## config.mk

```make
export PLATFORM = sky130hd
export DESIGN_NAME = decode_ctrl
export DESIGN_NICKNAME = d
export VERILOG_FILES = /design/src/rtl/legv8_pkg.sv /design/src/rtl/signext.sv /design/src/rtl/decode_ctrl.sv
export SDC_FILE = /design/constraint.sdc
export NUM_CORES = 1
export LEC_CHECK = 0
export ABC_CLOCK_PERIOD_IN_PS = 4540
export BUFFER_PORTS_ARGS = -buffer_cell sky130_fd_sc_hd__buf_2
export CAP_MARGIN = 0
export CORE_MARGIN = 1.5
export CORE_UTILIZATION = 51
export DETAILED_ROUTE_END_ITERATION = 12
export HOLD_SLACK_MARGIN = 0.05
export PLACE_DENSITY = 0.83
export SYNTH_ARGS = -nofsm -noshare
export SYNTH_HDL_FRONTEND = slang
export SYNTH_HIERARCHICAL = 1
export SYNTH_SLANG_ARGS = --single-unit
```

## constraint.sdc

```tcl
create_clock -name clk -period 4.54 [get_ports clk]
set_clock_uncertainty 0.1 [all_clocks]
set_input_delay 0 -clock clk [delete_from_list [all_inputs] [get_ports clk]]
set_output_delay 0 -clock clk [all_outputs]
set_load 0.02 [all_outputs]
```

## src/rtl/legv8_pkg.sv

```systemverilog
// Shared LEGv8 decode definitions: opcode constants, pipeline register
// layouts and the decode-stage action encoding.
package legv8_pkg;

  localparam int XLEN = 64;

  localparam logic [10:0] OP_LDUR = 11'b111_1100_0010;
  localparam logic [10:0] OP_STUR = 11'b111_1100_0000;
  localparam logic [7:0]  OP_CBZ  = 8'b1011_0100;
  localparam logic [10:0] OP_ADD  = 11'b100_0101_1000;
  localparam logic [10:0] OP_SUB  = 11'b110_0101_1000;
  localparam logic [10:0] OP_AND  = 11'b100_0101_0000;
  localparam logic [10:0] OP_ORR  = 11'b101_0101_0000;

  localparam logic [4:0] XZR = 5'd31;

  typedef struct packed {
    logic            valid;
    logic [31:0]     instr;
    logic [XLEN-1:0] pc;
  } ifid_t;

  typedef struct packed {
    logic            valid;
    logic [XLEN-1:0] imm;
    logic [4:0]      rd;
    logic            memread;
    logic [XLEN-1:0] pc;
  } idex_t;

  typedef enum logic [1:0] {
    ACT_ADVANCE = 2'd0,
    ACT_STALL   = 2'd1,
    ACT_FLUSH   = 2'd2,
    ACT_FREEZE  = 2'd3
  } act_e;

  localparam ifid_t IFID_BUBBLE = '{valid: 1'b0, instr: 32'd0, pc: {XLEN{1'b0}}};
  localparam idex_t IDEX_BUBBLE = '{valid: 1'b0, imm: {XLEN{1'b0}}, rd: 5'd0,
                                    memread: 1'b0, pc: {XLEN{1'b0}}};

  function automatic logic is_ldst(input logic [31:0] instr);
    return (instr[31:21] == OP_LDUR) || (instr[31:21] == OP_STUR);
  endfunction

endpackage

```

## src/rtl/signext.sv

```systemverilog
// Immediate generator: D-format (LDUR/STUR) and CB-format (CBZ) sign extension.
module signext
  import legv8_pkg::*;
#(
  parameter int N = 64
) (
  input  logic [31:0]  instr,
  output logic [N-1:0] imm
);

  logic unused_bits_s;
  assign unused_bits_s = ^instr[11:0];

  // opcode-selected sign extension; unknown opcodes give zero
  always_comb begin
    imm = {N{1'b0}};
    if (is_ldst(instr)) begin
      imm = {{(N-9){instr[20]}}, instr[20:12]};
    end else if (instr[31:24] == OP_CBZ) begin
      imm = {{(N-19){instr[23]}}, instr[23:5]};
    end else begin
      imm = {N{1'b0}};
    end
  end

endmodule

```

## src/rtl/decode_ctrl.sv

```systemverilog
// Decode-stage controller: owns IF/ID and the ID/EX immediate/control fields,
// resolves freeze > flush > load-use stall > advance, and counts events.
module decode_ctrl
  import legv8_pkg::*;
#(
  parameter int N     = 64,
  parameter int CNT_W = 16
) (
  input  logic             clk,
  input  logic             reset,
  input  logic             if_valid,
  input  logic [31:0]      if_instr,
  input  logic [N-1:0]     if_pc,
  input  logic             mem_busy,
  input  logic             mem_branch_taken,
  output logic             pc_write,
  output logic             ex_flush,
  output logic             ifid_valid,
  output logic [31:0]      ifid_instr,
  output logic [N-1:0]     ifid_pc,
  output logic             idex_valid,
  output logic [N-1:0]     idex_imm,
  output logic [4:0]       idex_rd,
  output logic             idex_memread,
  output logic [N-1:0]     idex_pc,
  output logic [CNT_W-1:0] stall_cnt,
  output logic [CNT_W-1:0] flush_cnt
);

  localparam logic [CNT_W-1:0] CNT_MAX = {CNT_W{1'b1}};
  localparam logic [CNT_W-1:0] CNT_ONE = {{(CNT_W-1){1'b0}}, 1'b1};

  ifid_t            ifid_r, ifid_nxt_s;
  idex_t            idex_r, idex_nxt_s;
  logic [CNT_W-1:0] stall_cnt_r, flush_cnt_r;
  logic [N-1:0]     imm_s;
  logic [10:0]      op11_s;
  logic             is_ldur_s, is_stur_s, is_cbz_s, is_rfmt_s;
  logic             use_rs1_s, use_rs2_s;
  logic [4:0]       rs1_s, rs2_s;
  logic             hz_s;
  act_e             act_s;

  signext #(.N(N)) u_signext (
    .instr (ifid_r.instr),
    .imm   (imm_s)
  );

  // source-register usage of the instruction in IF/ID and load-use detection
  always_comb begin
    op11_s    = ifid_r.instr[31:21];
    is_ldur_s = (op11_s == OP_LDUR);
    is_stur_s = (op11_s == OP_STUR);
    is_cbz_s  = (ifid_r.instr[31:24] == OP_CBZ);
    is_rfmt_s = (op11_s == OP_ADD) || (op11_s == OP_SUB) ||
                (op11_s == OP_AND) || (op11_s == OP_ORR);
    rs1_s     = ifid_r.instr[9:5];
    use_rs1_s = !is_cbz_s;
    rs2_s     = 5'd0;
    use_rs2_s = 1'b0;
    if (is_rfmt_s) begin
      rs2_s     = ifid_r.instr[20:16];
      use_rs2_s = 1'b1;
    end else if (is_stur_s || is_cbz_s) begin
      rs2_s     = ifid_r.instr[4:0];
      use_rs2_s = 1'b1;
    end else begin
      rs2_s     = 5'd0;
      use_rs2_s = 1'b0;
    end
    hz_s = idex_r.valid && idex_r.memread && ifid_r.valid && (idex_r.rd != XZR) &&
           ((use_rs1_s && (idex_r.rd == rs1_s)) || (use_rs2_s && (idex_r.rd == rs2_s)));
  end

  // per-cycle action by priority; a pending branch waits out a memory freeze
  always_comb begin
    if (mem_busy) begin
      act_s = ACT_FREEZE;
    end else if (mem_branch_taken) begin
      act_s = ACT_FLUSH;
    end else if (hz_s) begin
      act_s = ACT_STALL;
    end else begin
      act_s = ACT_ADVANCE;
    end
  end

  // next contents of IF/ID and ID/EX for the chosen action
  always_comb begin
    ifid_nxt_s = ifid_r;
    idex_nxt_s = idex_r;
    case (act_s)
      ACT_FREEZE: begin
        ifid_nxt_s = ifid_r;
        idex_nxt_s = idex_r;
      end
      ACT_FLUSH: begin
        ifid_nxt_s = IFID_BUBBLE;
        idex_nxt_s = IDEX_BUBBLE;
      end
      ACT_STALL: begin
        ifid_nxt_s = ifid_r;
        idex_nxt_s = IDEX_BUBBLE;
      end
      ACT_ADVANCE: begin
        ifid_nxt_s.valid   = if_valid;
        ifid_nxt_s.instr   = if_instr;
        ifid_nxt_s.pc      = XLEN'(if_pc);
        idex_nxt_s.valid   = ifid_r.valid;
        idex_nxt_s.imm     = XLEN'(imm_s);
        idex_nxt_s.rd      = ifid_r.instr[4:0];
        idex_nxt_s.memread = ifid_r.valid && is_ldur_s;
        idex_nxt_s.pc      = ifid_r.pc;
      end
      default: begin
        ifid_nxt_s = ifid_r;
        idex_nxt_s = idex_r;
      end
    endcase
  end

  // pipeline registers and saturating event counters
  always_ff @(posedge clk or negedge reset) begin
    if (!reset) begin
      ifid_r      <= IFID_BUBBLE;
      idex_r      <= IDEX_BUBBLE;
      stall_cnt_r <= {CNT_W{1'b0}};
      flush_cnt_r <= {CNT_W{1'b0}};
    end else begin
      ifid_r <= ifid_nxt_s;
      idex_r <= idex_nxt_s;
      if ((act_s == ACT_STALL) && (stall_cnt_r != CNT_MAX)) begin
        stall_cnt_r <= stall_cnt_r + CNT_ONE;
      end else begin
        stall_cnt_r <= stall_cnt_r;
      end
      if ((act_s == ACT_FLUSH) && (flush_cnt_r != CNT_MAX)) begin
        flush_cnt_r <= flush_cnt_r + CNT_ONE;
      end else begin
        flush_cnt_r <= flush_cnt_r;
      end
    end
  end

  assign pc_write     = reset && ((act_s == ACT_ADVANCE) || (act_s == ACT_FLUSH));
  assign ex_flush     = reset && (act_s == ACT_FLUSH);
  assign ifid_valid   = ifid_r.valid;
  assign ifid_instr   = ifid_r.instr;
  assign ifid_pc      = ifid_r.pc[N-1:0];
  assign idex_valid   = idex_r.valid;
  assign idex_imm     = idex_r.imm[N-1:0];
  assign idex_rd      = idex_r.rd;
  assign idex_memread = idex_r.memread;
  assign idex_pc      = idex_r.pc[N-1:0];
  assign stall_cnt    = stall_cnt_r;
  assign flush_cnt    = flush_cnt_r;

endmodule

```

## Word-level counts from Yosys, hierarchy flattened

Index checks and enable logic that the tools add are counted.

- Bits in registers: 264
- Input bits: 101
- Word-level logic and storage cells: 60

- Add/subtract/negate cells: 2
- Equality and inequality tests: 15
- Multiplexer cells: 11
- Reductions and logical operators: 22

Operators with widths:

| kind | count |
|---|---|
| $pmux 135 s2 | 1 |
| $pmux 97 s2 | 1 |
| $mux 64 | 2 |
| $eq 11x11->1 const B | 6 |
| $add 16x1->16 const B | 2 |
| $ne 16x16->1 const B | 2 |
| $logic_and 1x1->1 | 11 |
| $eq 5x5->1 | 2 |
| $mux 5 | 2 |
| $eq 8x8->1 const B | 1 |
| $logic_or 1x1->1 | 7 |
| $ne 5x5->1 const B | 1 |
| $eq 2x2->1 const B | 2 |
| $mux 2 | 2 |
| $reduce_or 2->1 | 2 |
| $mux 1 | 3 |
| $eq 2x1->1 const B | 1 |
| $logic_not 2->1 | 1 |
| $logic_not 1->1 | 1 |

## Depth between registers and ports, before layout

Gate-level depths: netlist (run 1).

- Depth in word-level cells: 15
- Mapped depth: 12
- Mapped depth without buffers: 7

## Modules after synthesis

Netlist (run 1), hierarchy kept.

By module, submodules not included:

| module | times used | cells an instance | area an instance (um2) |
|---|---|---|---|
| decode_ctrl | 1 | 715 | 10,121.0 |
| signext | 1 | 91 | 620.6 |

## Worst setup path after synthesis (run 1)

OpenSTA, ideal clock, no wires.

- Kind: register to register
- Start point: register ifid_r, in the netlist ifid_instr[30]
- End point: register idex_r, in the netlist idex_imm[63]
- Library setup time: 0.066 ns
- Arrival time: 3.332 ns
- Data required time: 4.374 ns
- Setup slack: 1.042 ns
- Stages on the path, launching flop included: 6
- Path buffers: 1
- Period minus slack after synthesis: 3.498 ns
- Cells stage by stage: dfrtp_1 -> nor4b_4 -> nand3_4 -> a21oi_1 -> buf_4 -> a22o_1

RTL lines:

| element | RTL line | RTL |
|---|---|---|
| from (decl) | decode_ctrl.sv:33 | `ifid_t ifid_r, ifid_nxt_s;` |
| from (signal assigned) | decode_ctrl.sv:130 | `ifid_r <= ifid_nxt_s;` |
| $eq 8x8->1 / $eq 11x11->1 (equally long branches) | signext.sv:19, legv8_pkg.sv:43 |  |
| $mux 64 / $logic_or 1x1->1 (equally long branches) | signext.sv:19, legv8_pkg.sv:43 |  |
| $mux 64 * | signext.sv:17 | `if (is_ldst(instr)) begin` |
| named net imm_s[63] | decode_ctrl.sv:36 | `logic [N-1:0] imm_s;` |
| $pmux 135 s2 * | decode_ctrl.sv:92 | `case (act_s)` |
| to (signal assigned) | decode_ctrl.sv:131 | `idex_r <= idex_nxt_s;` |
| to (decl) | decode_ctrl.sv:34 | `idex_t idex_r, idex_nxt_s;` |

Mark *: on every way through the listed nets, which the timed path passes. The rest lies on a longest branch.
A chain may end at the register's enable or synchronous reset.

## Worst setup path after layout (run 1)

- Start point: register ifid_r, in the netlist ifid_instr[26]
- End point: output port pc_write

- Word-level cells in the longest chain between the ends: 15

RTL lines:

| element | RTL line | RTL |
|---|---|---|
| $eq 11x11->1 | decode_ctrl.sv:55 | `is_rfmt_s = (op11_s == OP_ADD) \|\| (op11_s == OP_SUB) \|\|` |
| $logic_or 1x1->1 (2 in a row) | decode_ctrl.sv:55 |  |
| $logic_or 1x1->1 | decode_ctrl.sv:56 | `(op11_s == OP_AND) \|\| (op11_s == OP_ORR);` |
| $mux 5 | decode_ctrl.sv:61 | `if (is_rfmt_s) begin` |
| $eq 5x5->1 | decode_ctrl.sv:72 | `((use_rs1_s && (idex_r.rd == rs1_s)) \|\| (use_rs2_s && (idex_r.rd == rs2_s)));` |
| $logic_and 1x1->1 | decode_ctrl.sv:72 |  |
| $logic_or 1x1->1 * | decode_ctrl.sv:72 |  |
| $logic_and 1x1->1 * | decode_ctrl.sv:71 | `hz_s = idex_r.valid && idex_r.memread && ifid_r.valid && (idex_r.rd != XZR) &&` |
| $mux 1 * | decode_ctrl.sv:81 | `end else if (hz_s) begin` |
| $mux 2 * | decode_ctrl.sv:79 | `end else if (mem_branch_taken) begin` |
| $mux 2 * | decode_ctrl.sv:77 | `if (mem_busy) begin` |
| $eq 2x2->1 / $logic_not 2->1 (equally long branches) | decode_ctrl.sv:145 | `assign pc_write = reset && ((act_s == ACT_ADVANCE) \|\| (act_s == ACT_FLUSH));` |
| $logic_or 1x1->1 * | decode_ctrl.sv:145 |  |
| $logic_and 1x1->1 * | decode_ctrl.sv:145 |  |
| to (decl) | decode_ctrl.sv:16 | `output logic pc_write,` |

Every way passes the cells marked *; elsewhere a longest branch is shown, timed or not.

==> metrics.md, run 1 <==
| Metric | Value |
|---|---|
| Antenna-violating nets left | 0 |
| Fin crit share | 87.2% |
| Post-synth top area share | 61.5% |
| Vias in the first global route | 8840 |
| Clock sink total | 264 |
| Final setup vio count | 0 |
| Worst vdd ir | 0.000321 V |
| Area growth from synthesis to layout | 33.0% |
| Row count | 52 |
| Final min period | 3960 ps |
| CP most frequent cell | o22ai_1 |
| Endpoints failing hold | 0 |
| Drt drc | 0 |
| CP peak stage delay | 800 ps |
| Sequential fraction of the synthesis area | 61.5% |
| CP delay by family, top | simple AND/OR/NAND/NOR gates |
| Pre-CTS setup slack | 1070 ps |
| Nets | 1313 |
| Total die area | 21900 µm² |
| Relative slew slack | 32.5% |
| Nature of the critical path endpoint | output pin |
| Gpl congestion | 0.877 |
| First-pass GRT wire length | 49.1 mm |
| FF+latch count, synth | 264 |
| CP Launch Type | flip-flop |
| Number of vias per cell | 5.85 |
| Ys flop type | dfrtp_1 |
| Port buffer count | 366 |
| Fill cell count | 1341 |
| RSZ-0062 raised after global routing | no |
| Setup WS post-layout | 581 ps |
| Crit Path Max Fanout | 75 |
| Ranking of synthesized cells by area | dfrtp_1, a22o_1, buf_4, buf_6, xor2_1 |
| Worst Setup Path Type | flip-flop to output pin |
| Mapped Cells | 806 |
| Status | finished, final reports clean |
| Initial DRC count | 593 |
| Yosys warns | 6 |
| Cell Area, Synth | 10700 µm² |
| Clock-pin slew on the worst setup and hold paths | 60 ps |
| Power density over the cells | 406 nW/µm² |
| H-tree depth | 1 |
| Antenna violations before repair | 1 |
| Slew @ Worst Pin | 1010 ps |
| Number of synthesized flops with an enable pin | 0 |
| Most frequent cells in the layout | buf_2, dfrtp_1, a22o_1 |
| Multi-input gate area | 3390 µm² |
| Die extent in x | 148 µm |
| Layout cells sized above 1 | 35.0% |
| Pin count of the biggest net entering global routing | 134 |
| Asr flop ratio synth | 100% |
| Die Y | 148 µm |
| CP arrival | 3860 ps |
| Post-Route WL | 31.5 mm |
| Maxcap violations | 0 |
| Setup TNS Final | 0 ps |
| Max Root-Sink Buffers | 3 |
| GRT Overall Usage | 28.1% |
| Root buffer cell | clkbuf_16 |
| Post-DP HPWL | 18.7 mm |
| Distinct cells, synth | 52 |
| GRT overflow | 0 |
| Leakage | 7.61 nW |
| Wirelength per Cell | 21.0 µm |
| First-pass detailed-route iteration total | 5 |
| Worst-Skew Late Latency | 530 ps |
| Storage cell area | 6610 µm² |
| Fin. max-slew vios | 0 |
| Worst path cell trace | nor4b_1 -> nand3_1 -> o22ai_1 -> o22ai_1 -> o41a_1 -> buf_4 -> o21bai_4 -> buf_12 -> nor2_1 -> buf_2 |
| Num CTS Buffers | 27 |
| Commonest non-fill, non-tap cell in the layout | buf_2 |
| Core box area | 20400 µm² |
| DR vias | 8782 |
| CP Buf/Inv Count | 3 |
| Mean Syn Cell Area | 13.3 µm² |
| CTS tree | built |
| Starting Density | 52.6% |
| Hold Crit Class | input pin to asynchronous set/reset pin |
| Syn_nets | 909 |
| Post-synth top area cell | dfrtp_1 |
| Post CTS Setup Buffer Count | 0 |
| Worst path slowest cell | nor4b_1 |
| Top Ports | 367 |
| Worst Path Required | 4440 ps |
| Achievable Freq | 253 MHz |
-- through the flow --
| stage | hold WS (ps) | utilization, % | power (W) | cells | instance area, µm² |
|---|---|---|---|---|---|
| 6_report | 90.3 | 69.9 | 0.00579 | 1501 | 14300 |
| 3_3_place_gp | 79.8 | 60.3 | 0.00334 | 1350 | 12300 |
| 3_5_place_dp | 82.9 | 60.3 | 0.00336 | 1350 | 12300 |
| 2_1_floorplan | -396 | - | 0.00305 | 806 | 10700 |
| 4_1_cts | 97.9 | 69.9 | 0.00581 | 1500 | 14300 |
| 5_1_grt | 121 | 69.9 | 0.00599 | 1501 | 14300 |
-- cell usage after synthesis (4+ instances only) --
cell type / count
nor2_1: 22
nand3_1: 11
dfrtp_1: 264
nand2_1: 35
and3_1: 9
o21ai_0: 4
inv_1: 6
buf_2: 10
nor3_1: 5
a32oi_1: 8
buf_4: 48
buf_6: 23
xnor2_1: 11
a22o_1: 230
clkbuf_1: 21
nand4_1: 10
nor3b_1: 7
xor2_1: 25
a21oi_1: 11
o22ai_1: 4
-- worst paths after layout --
check / from / endpoint / slack [ps] / cells past startpoint
max: ifid_instr[26]$_DFFE_PN0N_ / pc_write / 580 / 10
min: reset / idex_imm[6]$_DFFE_PN0P_ / 90 / 2
max reg2reg: ifid_instr[26]$_DFFE_PN0N_ / idex_valid$_DFFE_PN0P_ / 920 / 9
min reg2reg: flush_cnt[9]$_DFFE_PN0P_ / flush_cnt[9]$_DFFE_PN0P_ / 390 / 1
max in group asynchronous: reset / idex_imm[24]$_DFFE_PN0P_ / 3230 / 3
min in group clk: if_pc[63] / ifid_pc[63]$_DFFE_PN0N_ / 130 / 3
-- kinds of logic after synthesis --
| family | share of synthesized area [%] |
|---|---|
| multiplexers | 0.303 |
| flip-flops | 61.5 |
| AO/OA/AOI/OAI | 21.7 |
| AND/OR/NAND/NOR | 6.13 |
| buffers and inverters | 7.21 |
| adder cells (fa/ha/maj) | 0.233 |
| XOR/XNOR | 2.94 |
-- power by group --
group	switching, W	internal [W]	leakage, nW	total [W]
sequential	0.000144	0.00248	3.56	0.00263
clock	0.000932	0.00146	0.460	0.00239
combinational	0.000467	0.000312	3.59	0.000780
-- registers in the layout, indices dropped and copies added, names as in the netlist, 5 cells and up --
name	cells
idex_rd	5
ifid_instr	32
idex_imm	64
idex_pc	64
flush_cnt	16
ifid_pc	64
stall_cnt	16
-- layout make-up --
class,count,share of cell area [%]
clock inverter,15,1.69
antenna,1,0.0175
timing repair buffer,478,20.8
clock buffer,34,4.98
multi-input combinational,433,23.7
inverter,6,0.158
tap,270,2.36
sequential,264,46.2
-- what timing repair did --
item                                   4_1_cts  5_1_grt
hold buffers                               101        0
gates resized for setup                      0        0
endpoints found under the hold margin      275        0
-- routing by layer --
layer | vias up | global-route usage (%) | routed length [µm]
li1 | 3808 | - | -
met2 | 469 | 46.8 | 15600
met4 | 0 | 13.3 | 1450
met1 | 4392 | 35.4 | 12100
met3 | 113 | 5.95 | 2380
met5 | - | 0 | 0
Power figures use the tool's default switching activity.
==> inputs of run 2 (changes only) <==
- CORE_UTILIZATION: 51 -> 52
- CTS_BUF_LIST: unset -> sky130_fd_sc_hd__clkbuf_4 sky130_fd_sc_hd__clkbuf_8
- PLACE_DENSITY: 0.83 -> 0.84
==> run 2 against run 1 <==
Combinational power about the same. Clock-buffer cell count up 34. Via count up 1.2%. Die area down 1.9%. Maximum frequency down 3.3%. Clock power down 7%. Global-route usage up 0.71 points. Critical path depth unchanged. Flip-flop and latch count unchanged. Core utilization up 0.80 points.
==> metrics.md, run 2 (same netlist as run 1, synthesis figures left out) <==
| Metric | Value |
|---|---|
| Status | finished, final reports clean |
| Leakage | 7.66 nW |
| Row count | 52 |
| Power density over the cells | 394 nW/µm² |
| Die extent in x | 147 µm |
| Initial DRC count | 648 |
| Antenna-violating nets left | 0 |
| Sw Share | 27.4% |
| Comb pwr share | 13.8% |
| Max Root-Sink Buffers | 3 |
| GRT Overall Usage | 28.8% |
| Setup TNS Final | 0 ps |
| Top Ports | 367 |
| Final std cells w/o fill | 1533 |
| Most frequent cells in the layout | buf_2, dfrtp_1, a22o_1 |
| Final setup vio count | 0 |
| Pin count of the biggest net entering global routing | 84 |
| Core box area | 20200 µm² |
| Maxcap violations | 0 |
| Met3 Use GR | 6.43% |
| Clock sink total | 264 |
| Post-DP HPWL | 18.9 mm |
| Proportion of power drawn by flip-flops and latches | 46.6% |
| Pre-CTS setup slack | 732 ps |
| Final min period | 4090 ps |
| Clock-pin slew on the worst setup and hold paths | 60 ps |
| Endpoints failing hold | 0 |
| Nets | 1333 |
| Starting Density | 53.1% |
| RSZ-0062 raised after global routing | no |
| H-tree depth | 2 |
| Placed Cells | 1351 |
| Post-Route Utilization | 70.7% |
| Fin crit share | 90.2% |
| CP arrival | 3990 ps |
| Hold Crit Class | input pin to flip-flop |
| Relative slew slack | 41.5% |
| Proportion of power drawn by the clock network | 39.6% |
| First-pass detailed-route iteration total | 5 |
| Die Y | 147 µm |
| GRT busiest layer | met2 |
| Wirelength per Cell | 20.7 µm |
| Fill cell count | 1326 |
| Achievable Freq | 244 MHz |
| CTS tree | built |
| GRT met1 Usage | 36.8% |
| Psw | 0.00154 W |
| Antenna violations before repair | 2 |
| Slew @ Worst Pin | 875 ps |
| Worst Path Required | 4440 ps |
| Worst Setup Path Type | flip-flop to output pin |
| Met2 Usage GRT | 46.8% |
| Post-Route WL | 31.8 mm |
| Nature of the critical path endpoint | output pin |
| DR vias | 8885 |
| Worst-Skew Late Latency | 550 ps |
| Fin. max-slew vios | 0 |
| Layout cells sized above 1 | 37.0% |
| GRT overflow | 0 |
| Gpl congestion | 0.832 |
| Root buffer cell | clkbuf_8 |
| Post-CTS resize count | 0 |
| First-pass GRT wire length | 49.2 mm |
| Final Hold Slack | 106 ps |
| Drt drc | 0 |
| Setup WS post-layout | 445 ps |
| Worst R2R Setup Slack | 580 ps |
| Commonest non-fill, non-tap cell in the layout | buf_2 |
| Worst vdd ir | 0.000266 V |
| Internal power | 0.00410 W |
| CP Launch Type | flip-flop |
| Crit Path Max Fanout | 66 |
| Number of vias per cell | 5.80 |
| Num CTS Buffers | 44 |
| Total die area | 21500 µm² |
| Area growth from synthesis to layout | 33.2% |
| Port buffer count | 366 |
| Vias in the first global route | 8929 |
==> run 2: cell count changes in the layout (fill, tap and decap cells not counted), sizes merged <==
| cell | before | now |
|---|---|---|
| diode | 1 | 2 |
| buf | 377 | 379 |
| clkinvlp | 2 | 3 |
| clkinv | 7 | 4 |
| dlygate4sd3 | 101 | 102 |
| clkbuf | 34 | 68 |
| bufinv | 6 | 2 |
==> run 2: repair_timing <==
action,4_1_cts,5_1_grt
hold buffers,103,0
hold endpoints to repair,272,0
setup buffers,0,0
==> run 2: power groups by stage <==
stage	registers (W)	clock network [W]	logic, W
floorplan	0.00279	0	0.000253
global placement	0.00266	0	0.000671
detailed placement	0.00266	0	0.000689
CTS	0.00262	0.00226	0.000765
global route	0.00265	0.00238	0.000828
finish	0.00263	0.00223	0.000778
==> run 2: path summary, 6_finish.rpt <==
| path | depth (start not counted) | from | to |
|---|---|---|---|
| min in group asynchronous | 3 | reset | ifid_pc[40]$_DFFE_PN0N_ |
| max reg2reg | 8 | ifid_instr[27]$_DFFE_PN0N_ | ifid_pc[30]$_DFFE_PN0N_ |
| max | 10 | ifid_instr[27]$_DFFE_PN0N_ | pc_write |
| min | 3 | if_instr[24] | ifid_instr[24]$_DFFE_PN0N_ |
| min reg2reg | 1 | stall_cnt[14]$_DFFE_PN0P_ | stall_cnt[14]$_DFFE_PN0P_ |
| max in group asynchronous | 4 | reset | ifid_pc[10]$_DFFE_PN0N_ |
==> run 2: cell type report <==
type	instances	area [µm²]	share of cell area [%]
Multi-Input combinational cell	433	3390	23.7
Inverter	6	22.5	0.157
Timing Repair Buffer	481	3000	21.0
Tap cell	270	338	2.36
Clock inverter	9	103	0.717
Clock buffer	68	848	5.93
Sequential cell	264	6610	46.2
Antenna cell	2	5.00	0.0350
==> run 2: routing by layer <==
layer  up-vias  routed length (µm)
li1       3848                   -
met1      4449               12300
met2       481               15600
met3       107                2460
met4         0                1340
met5         -                   0
==> run 2: metrics by stage <==
step / total power (W) / area (µm²)
floorplan: 0.00305 / 10700
global placement: 0.00333 / 12300
detailed placement: 0.00335 / 12300
CTS: 0.00565 / 14300
global route: 0.00585 / 14300
finish: 0.00564 / 14300
==> run 2: critical path, cell delays in order, from the launching register on <==
cell,delay (ps)
dfrtp_1,690
nor4b_1,760
nand3_1,260
o21ai_0,240
o22ai_1,110
o41a_1,440
buf_4,220
o21bai_4,160
buf_12,290
nor2_1,60
buf_2,160
==> inputs of run 3 (changes only) <==
- CORE_MARGIN: 1.5 -> unset
==> run 3 against run 2 <==
Design area down 0.47%. Register-to-register slack worse by 60 ps. Combinational power up 0.5%. Global-route usage up 0.92 points. Sequential power about the same. Critical path depth unchanged. Non-clock buffer count up 3. Worst hold slack worse by 19 ps.
==> metrics.md, run 3 (same netlist as run 1, synthesis figures left out) <==
| Metric | Value |
|---|---|
| FF-to-FF End | idex_imm[61]$_DFFE_PN0P_ |
| Maxcap violations | 0 |
| Pre-CTS setup slack | 601 ps |
| Fin. max-slew vios | 0 |
| Final min period | 4100 ps |
| Pin count of the biggest net entering global routing | 114 |
| Core box area | 20200 µm² |
| Worst Setup Path Type | flip-flop to output pin |
| Fill cell count | 1325 |
| CTS tree | built |
| Power density over the cells | 381 nW/µm² |
| Row count | 52 |
| H-tree depth | 2 |
| Status | finished, final reports clean |
| Nets | 1335 |
| Gpl congestion | 0.853 |
| RSZ-0062 raised after global routing | no |
| Port buffer count | 366 |
| Starting Density | 53.1% |
| Clock sink total | 264 |
| CP Launch Type | flip-flop |
| Initial DRC count | 653 |
| Relative slew slack | 42.5% |
| Post-DP HPWL | 18.6 mm |
| Post-Route Utilization | 70.4% |
| Top Ports | 367 |
| Drt drc | 0 |
| Number of vias per cell | 5.82 |
| Worst R2R Setup Slack | 520 ps |
| Worst Path Required | 4440 ps |
| Wirelength per Cell | 20.7 µm |
| Setup WS post-layout | 440 ps |
| GRT overflow | 0 |
| Die Y | 146 µm |
| Endpoints failing hold | 0 |
| Root buffer cell | clkbuf_8 |
| Commonest non-fill, non-tap cell in the layout | buf_2 |
| Setup TNS Final | 0 ps |
| Total die area | 21200 µm² |
| Fin crit share | 90.3% |
| Layout cells sized above 1 | 37.0% |
| Worst R2R Start | ifid_instr[27]$_DFFE_PN0N_ |
| Vias in the first global route | 8950 |
| Max Root-Sink Buffers | 3 |
| Total power | 0.00543 W |
| Post-route cell area | 14200 µm² |
| DR vias | 8878 |
| Slew @ Worst Pin | 851 ps |
| Post-Route WL | 31.6 mm |
| Worst-Skew Late Latency | 530 ps |
| GRT Overall Usage | 29.8% |
| CP arrival | 4000 ps |
| Achievable Freq | 244 MHz |
| Num CTS Buffers | 43 |
| Crit Path Max Fanout | 17 |
| Most frequent cells in the layout | buf_2, dfrtp_1, a22o_1 |
| Final setup vio count | 0 |
| First-pass GRT wire length | 49.9 mm |
| Antenna-violating nets left | 0 |
| Nature of the critical path endpoint | output pin |
| Reg2Reg Depth | 8 |
| Clock-pin slew on the worst setup and hold paths | 60 ps |
| First-pass detailed-route iteration total | 5 |
| Area growth from synthesis to layout | 32.6% |
| Antenna violations before repair | 1 |
| Die extent in x | 146 µm |
| Worst vdd ir | 0.000391 V |
| Dpl cell area | 12400 µm² |
| Leakage | 7.63 nW |
| Hold Crit Class | input pin to asynchronous set/reset pin |
[run 3: changes by cell type in the layout (fill, tap and decap cells not counted), sizes merged]
cell and change:
bufinv -2, clkbuf -1, dlygate4sd3 -2, clkinvlp -2
buf +5, clkinv -4, diode -1
[run 3: where the power goes]
part / switching, W / internal, W
clock network: 0.000899 / 0.00112
logic: 0.000463 / 0.000319
registers: 0.000149 / 0.00248
total: 0.00151 / 0.00392
[run 3: stage by stage]
step | hold WS (ps) | cells
3_5_place_dp | -15.9 | 1352
4_1_cts | 78.4 | 1521
2_1_floorplan | -396 | 806
3_3_place_gp | -17.1 | 1352
5_1_grt | 101 | 1526
6_report | 87.6 | 1526
[run 3: worst max-delay path: stages (launching register included)]
cell      delay [ps]
dfrtp_1          690
or4b_1           550
o31a_1           370
o311ai_1         300
o21ai_1          150
o41a_1           470
buf_4            220
o21bai_4         270
buf_4            250
nor2_1            60
buf_2            150
[run 3: routing by layer]
layer  global-route usage, %  up-vias  part of all wire [%]
met5                       0        -                     0
met4                    13.8        0                   4.0
met3                    7.43      104                   8.5
met2                    48.9      499                    49
met1                    37.2     4417                    39
li1                        -     3858                     -
[run 3: cell type report]
class | count | area (µm²) | share of cell area, %
clock inverters | 1 | 7.51 | 0.0527
inverters | 6 | 22.5 | 0.158
multi-input cells | 433 | 3400 | 23.8
diodes | 1 | 2.50 | 0.0176
well taps | 270 | 338 | 2.37
repair buffers | 484 | 3060 | 21.5
clock buffers | 67 | 810 | 5.68
flip-flops and latches | 264 | 6610 | 46.4
[run 3: repair_timing]
action,CTS,global route
hold buffers,101,0
resized for setup,0,1
endpoints found under the setup margin,0,1
endpoints found under the hold margin,299,0
setup buffers,0,4
[run 3: worst max path at each step]
stage / startpoint / endpoint
5_1_grt: ifid_instr[27]$_DFFE_PN0N_ / pc_write
4_1_cts: ifid_instr[27]$_DFFE_PN0N_ / pc_write
3_5_place_dp: ifid_instr[27]$_DFFE_PN0N_ / idex_imm[61]$_DFFE_PN0P_
6_report: ifid_instr[27]$_DFFE_PN0N_ / pc_write
2_1_floorplan: ifid_instr[30]$_DFFE_PN0N_ / idex_imm[63]$_DFFE_PN0P_
3_3_place_gp: ifid_instr[27]$_DFFE_PN0N_ / idex_imm[40]$_DFFE_PN0P_
